File: config.mk
export PLATFORM = sky130hd
export DESIGN_NAME = prm_edge_sweep_collector
export DESIGN_NICKNAME = d
export VERILOG_FILES = /design/src/rtl/prm_sweep_pkg.sv /design/src/rtl/prm_sweep_packer.sv /design/src/rtl/prm_edge_sweep_collector.sv
export SDC_FILE = /design/constraint.sdc
export NUM_CORES = 1
export LEC_CHECK = 0
export ABC_CLOCK_PERIOD_IN_PS = 3170
export CORE_MARGIN = 3
export CORE_UTILIZATION = 50
export DETAILED_ROUTE_END_ITERATION = 8
export PLACE_DENSITY = 0.77
export SETUP_SLACK_MARGIN = 0.02
export SYNTH_ARGS = -nofsm -noshare
export SYNTH_HDL_FRONTEND = slang
export SYNTH_HIERARCHICAL = 1
export SYNTH_SLANG_ARGS = --single-unit
File: constraint.sdc
create_clock -name clk -period 3.17 [get_ports clk]
set_clock_uncertainty 0.1 [all_clocks]
set_input_delay 0.951 -clock clk [delete_from_list [all_inputs] [get_ports clk]]
set_output_delay 0.951 -clock clk [all_outputs]
set_load 0.005 [all_outputs]
File: src/rtl/prm_sweep_pkg.sv
// Shared types and default widths for the PRM edge sweep collector.
// Optional blocked-edge counter is enabled with PRM_SWEEP_POPCNT_EN.
package prm_sweep_pkg;

   localparam int DEF_CODE_W = 15;
   localparam int DEF_WORD_W = 32;

   typedef enum logic [1:0] {
      IDLE,
      SCAN,
      FLUSH,
      FIN
   } sweep_state_t;

   // Layout of one emitted bitmap word at the default widths
   typedef struct packed {
      logic [DEF_WORD_W-1:0] data;
      logic [DEF_CODE_W-1:0] base;
      logic                  last;
   } bm_word_t;

endpackage

File: src/rtl/prm_sweep_packer.sv
// Packs per-code mask bits into bitmap words and holds one finished word
// in a valid/ready output register, raising stall when a word cannot close.
module prm_sweep_packer #(
   parameter int CODE_W = 15,
   parameter int WORD_W = 32
) (
   input  logic              clk,
   input  logic              rst_n,
   input  logic              active,
   input  logic              s_mask,
   input  logic              s_last,
   input  logic [CODE_W-1:0] s_code,
   output logic              take,
   output logic              stall,
   input  logic              bm_ready,
   output logic              bm_valid,
   output logic [WORD_W-1:0] bm_data,
   output logic [CODE_W-1:0] bm_base,
   output logic              bm_last
);

   localparam int IDX_W = $clog2(WORD_W);

   logic [IDX_W-1:0]  idx;
   logic [WORD_W-1:0] pack;
   logic [CODE_W-1:0] base_q;
   logic              close;
   logic              accept;
   logic [WORD_W-1:0] word_next;
   logic [CODE_W-1:0] word_base;

   // A word closes on its last slot or on the final code of the sweep; it can
   // only close if the output register is empty or draining this same cycle.
   assign close     = s_last || (idx == IDX_W'(WORD_W - 1));
   assign accept    = bm_valid && bm_ready;
   assign stall     = active && close && bm_valid && !bm_ready;
   assign take      = active && !stall;
   assign word_next = pack | (WORD_W'(s_mask) << idx);
   assign word_base = (idx == '0) ? s_code : base_q;

   always_ff @(posedge clk or negedge rst_n) begin
      if (!rst_n) begin
         idx      <= '0;
         pack     <= '0;
         base_q   <= '0;
         bm_valid <= 1'b0;
         bm_data  <= '0;
         bm_base  <= '0;
         bm_last  <= 1'b0;
      end else begin
         if (accept) begin
            bm_valid <= 1'b0;
         end
         if (take) begin
            if (close) begin
               bm_valid <= 1'b1;
               bm_data  <= word_next;
               bm_base  <= word_base;
               bm_last  <= s_last;
               pack     <= '0;
               idx      <= '0;
            end else begin
               pack <= word_next;
               idx  <= idx + 1'b1;
               if (idx == '0) begin
                  base_q <= s_code;
               end
            end
         end
      end
   end

endmodule

File: src/rtl/prm_edge_sweep_collector.sv
// Sweeps edge codes lo..hi through an external combinational obstacle checker
// and streams blocked-edge bitmaps. Define PRM_SWEEP_POPCNT_EN for blocked_cnt.
module prm_edge_sweep_collector
   import prm_sweep_pkg::*;
#(
   parameter int CODE_W = DEF_CODE_W,
   parameter int WORD_W = DEF_WORD_W
) (
   input  logic              clk,
   input  logic              rst_n,
   input  logic              start,
   input  logic [CODE_W-1:0] lo,
   input  logic [CODE_W-1:0] hi,
   output logic              busy,
   output logic              done,
   output logic              range_err,
   output logic [CODE_W-1:0] chk_code,
   input  logic              chk_mask,
`ifdef PRM_SWEEP_POPCNT_EN
   output logic [CODE_W:0]   blocked_cnt,
`endif
   output logic              bm_valid,
   input  logic              bm_ready,
   output logic [WORD_W-1:0] bm_data,
   output logic [CODE_W-1:0] bm_base,
   output logic              bm_last
);

   sweep_state_t      state;
   logic [CODE_W:0]   cur;
   logic [CODE_W-1:0] hi_q;
   logic              scan;
   logic              s_last;
   logic              take;
   logic              stall;

   // The extra counter bit lets hi at the top of the code space finish cleanly
   assign scan   = (state == SCAN);
   assign s_last = (cur == {1'b0, hi_q});

   prm_sweep_packer #(
      .CODE_W(CODE_W),
      .WORD_W(WORD_W)
   ) u_packer (
      .clk      (clk),
      .rst_n    (rst_n),
      .active   (scan),
      .s_mask   (chk_mask),
      .s_last   (s_last),
      .s_code   (chk_code),
      .take     (take),
      .stall    (stall),
      .bm_ready (bm_ready),
      .bm_valid (bm_valid),
      .bm_data  (bm_data),
      .bm_base  (bm_base),
      .bm_last  (bm_last)
   );

   // chk_code stops on hi rather than following cur past it
   always_ff @(posedge clk or negedge rst_n) begin
      if (!rst_n) begin
         state     <= IDLE;
         cur       <= '0;
         hi_q      <= '0;
         chk_code  <= '0;
         busy      <= 1'b0;
         done      <= 1'b0;
         range_err <= 1'b0;
      end else begin
         done <= 1'b0;
         case (state)
            IDLE: begin
               if (start) begin
                  busy      <= 1'b1;
                  range_err <= 1'b0;
                  hi_q      <= hi;
                  cur       <= {1'b0, lo};
                  chk_code  <= lo;
                  if (lo > hi) begin
                     range_err <= 1'b1;
                     done      <= 1'b1;
                     state     <= FIN;
                  end else begin
                     state <= SCAN;
                  end
               end
            end
            SCAN: begin
               if (take) begin
                  cur <= cur + 1'b1;
                  if (s_last) begin
                     state <= FLUSH;
                  end else begin
                     chk_code <= chk_code + 1'b1;
                  end
               end
            end
            FLUSH: begin
               if (!bm_valid || bm_ready) begin
                  done  <= 1'b1;
                  state <= FIN;
               end
            end
            FIN: begin
               busy  <= 1'b0;
               state <= IDLE;
            end
            default: state <= IDLE;
         endcase
      end
   end

`ifdef PRM_SWEEP_POPCNT_EN
   // Counts mask bits actually consumed, so stalled cycles are not recounted
   always_ff @(posedge clk or negedge rst_n) begin
      if (!rst_n) begin
         blocked_cnt <= '0;
      end else if (state == IDLE && start) begin
         blocked_cnt <= '0;
      end else if (take && chk_mask) begin
         blocked_cnt <= blocked_cnt + 1'b1;
      end
   end
`endif

   logic unused_stall;
   assign unused_stall = stall;

endmodule

==> results_tabular.tex <==
\begin{tabular}{lr}
\hline
Metric & Value \\
\hline
\multicolumn{2}{l}{\textbf{Status}} \\
Outcome & complete, no violations \\
\multicolumn{2}{l}{\textbf{STA}} \\
Setup-failing EPs final & 0 \\
Post-layout min period & 2.970 ns \\
Max-slew headroom at the worst pin & 44.21\% \\
Worst-margin pin slew & 0.8350 ns \\
Setup total negative slack & 0 ns \\
Pins over their slew limit & 0 \\
Final hold vios & 0 \\
Setup repair after global routing missed its margin & no \\
Post-route clock period utilization & 93.69\% \\
WHS & 0.3767 ns \\
F\_max & 336.7 MHz \\
\multicolumn{2}{l}{\textbf{Synth}} \\
Post-Syn Instances & 738 \\
Warnings, synthesis & 6 \\
Net count of the mapped netlist & 797 \\
Post-synthesis instance area & 7543 sq um \\
Per-instance average area after synthesis & 10.22 sq um \\
\multicolumn{2}{l}{\textbf{Pwr}} \\
Total power of the final layout & 0.008458 W \\
Worst IR Drop VDD & 0.0005384 V \\
Leakage power summed over all cells & 4.231 nW \\
Total power per unit cell area & 899.0 nW/um\^{}2 \\
\multicolumn{2}{l}{\textbf{Routing}} \\
Antenna-violating nets left & 0 \\
Drt wl/cell & 17.94 um \\
Number of iterations in the first detailed-routing pass & 5 \\
Post-DR vias/cell & 5.864 \\
Detailed Route Iter0 Violations & 463 \\
Final WL & 18530 um \\
Detailed-route via count & 6057 \\
DRC Markers & 0 \\
\multicolumn{2}{l}{\textbf{Worst setup path}} \\
Launching point of the worst reg2reg path & cur[13] \\
Register-to-register setup slack & 0.20 ns \\
FF-to-FF path depth & 13 \\
Largest stage delay, worst path & 0.44 ns \\
Startpoint kind of the worst setup timing path & flop \\
Startpoint-to-endpoint class of the critical path & flop to flop \\
CP Max Fanout & 6 \\
Kind of end point of the critical path & flop \\
Library cell contributing the largest single delay on the critical path & sky130\_fd\_sc\_hd\_\_dfrtp\_2 \\
Cell Chain, Critical Path & xor2\_1 > nor4\_2 > nand4\_2 > inv\_2 > nor2\_1 > o21ai\_1 > inv\_1 > o211ai\_1 > buf\_4 > nor2\_1 > nand3\_1 > mux2\_2 > nand2\_1 \\
Arrival @ worst endpoint & 3.23 ns \\
Data required time at the worst endpoint & 3.43 ns \\
Terminus of the critical flop-to-flop path & chk\_code[8] \\
Worst path most repeated cell & sky130\_fd\_sc\_hd\_\_nor2\_1 \\
\multicolumn{2}{l}{\textbf{Worst hold path}} \\
Hold depth & 2 \\
Start point of the worst min-delay path & u\_packer/bm\_data[24] \\
HP Class & flop to flop \\
End point of the worst hold path & u\_packer/bm\_data[24] \\
\multicolumn{2}{l}{\textbf{Floorplan}} \\
Area of the die & 16600 sq um \\
Placeable core region & 14640 sq um \\
Number of cell rows & 44 \\
Io pins & 102 \\
Initial Utilization & 51.51\% \\
Die width & 128.8 um \\
DIE HEIGHT & 128.8 um \\
\multicolumn{2}{l}{\textbf{Clocking}} \\
CTS max path bufs & 2 \\
Count of H-tree levels built during CTS & 4 \\
Root Driver & sky130\_fd\_sc\_hd\_\_clkbuf\_16 \\
CTS Hold Bufs & 0 \\
Sinks on Clock Net & 152 \\
Clock tree from TritonCTS & done \\
Insertion delay to the later sink of the worst-skew pair & 0.43 ns \\
Clock-pin slew of the registers on the worst-case setup and hold paths & 0.06 ns \\
CTS Buf Count & 17 \\
\multicolumn{2}{l}{\textbf{Cells and area}} \\
Fraction of layout instances using a drive strength above 1 & 11.31\% \\
Seq. cell area & 3805 sq um \\
\# diodes & 0 \\
Filler instances & 1142 \\
Number of nets in the finished design & 896 \\
Area growth syn-to-layout & 24.73\% \\
Multi-input gate area in the final layout & 3423 sq um \\
Final core utilization & 64.25\% \\
Final Instance Area & 9409 sq um \\
\multicolumn{2}{l}{\textbf{Placed design}} \\
PortBufs & 101 \\
Instance area after placement & 8765 sq um \\
HPWL after detailed placement & 12820 um \\
Placer congestion estimate & 0.8792 \\
\multicolumn{2}{l}{\textbf{Global route}} \\
Antenna violations before repair & 0 \\
Via count of the first global-routing pass & 6042 \\
Global-route usage over all layers & 22.97\% \\
Largest net degree at the start of global routing & 153 \\
Global-route congestion overflow total & 0 \\
Wire length of the first global-routing pass & 30390 um \\
\multicolumn{2}{l}{\textbf{Flow run}} \\
Max Cap Viol & 0 \\
\hline
\end{tabular}
## stage by stage
stage	worst slack (ns)	instances
finish	0.1999	1033
global route	0.01883	1033
CTS	0.1468	1032
detailed placement	0.02356	1001
global placement	0.04280	1001
floorplan	0.05740	738
## worst max-delay path, delay by kind of cell, from the launching register on
family | cells | cell delay [ns]
compound gates | 2 | 0.52
flops | 1 | 0.44
buf+inv | 3 | 0.44
xor+xnor | 1 | 0.18
mux | 1 | 0.33
simple gates | 6 | 0.89
## area by class of cell
cell class / count / share of cell area (%)
clock buffers: 21 / 4.787
clock inverters: 10 / 1.795
inverters: 27 / 1.077
multi-input cells: 514 / 36.38
flip-flops and latches: 152 / 40.44
well taps: 184 / 2.447
repair buffers: 125 / 13.07
## sequential cells by signal (all words and copies together), names as in the netlist, 2 cells and up
| signal | flops |
|---|---|
| u_packer/pack | 32 |
| u_packer/idx | 5 |
| u_packer/bm_base | 15 |
| u_packer/base_q | 15 |
| chk_code | 15 |
| state | 2 |
| u_packer/bm_data | 32 |
| hi_q | 15 |
| cur | 16 |
## how the worst max path moves through the flow
stage / cells after the start / from / slack, ns / endpoint
after global routing: 13 / cur[13] / 0.02 / chk_code[8]
final: 13 / cur[13] / 0.20 / chk_code[8]
after global placement: 10 / bm_ready / 0.04 / chk_code[8]
after floorplan: 12 / cur[5] / 0.06 / chk_code[13]
after CTS: 13 / cur[10] / 0.15 / cur[6]
after detailed placement: 10 / bm_ready / 0.02 / cur[6]
## report_power, final
| part | internal (W) | switching (W) | total [W] |
|---|---|---|---|
| logic | 0.00150 | 0.00171 | 0.00321 |
| registers | 0.00249 | 0.000629 | 0.00312 |
| clock network | 0.00134 | 0.000789 | 0.00213 |
## what timing repair did
item / CTS / global route
resized for setup: 1 / 4
endpoints found under the setup margin: 1 / 25
setup buffers: 0 / 1
pin swaps: 0 / 3
## cell usage in the layout (no fill, tap or decap), types with 17 or more instances in the layout
master	count
sky130_fd_sc_hd__clkbuf_16	17
sky130_fd_sc_hd__o22ai_1	23
sky130_fd_sc_hd__dfrtp_1	151
sky130_fd_sc_hd__nand2_1	98
sky130_fd_sc_hd__mux2i_1	30
sky130_fd_sc_hd__o21ai_0	86
sky130_fd_sc_hd__buf_4	21
sky130_fd_sc_hd__a21oi_1	68
sky130_fd_sc_hd__nor2_1	17
sky130_fd_sc_hd__a22o_1	34
sky130_fd_sc_hd__ha_1	24
sky130_fd_sc_hd__inv_1	26
sky130_fd_sc_hd__clkdlybuf4s50_1	100
## metal layers
metal	GRT usage (%)	up-vias	wire length, um
met5	0	-	0
met4	9.759	0	510
met3	4.234	45	927
met2	36.98	210	9054
met1	30.68	2939	8041
li1	-	2863	-
Note: power is estimated with default switching activity, not from simulation.
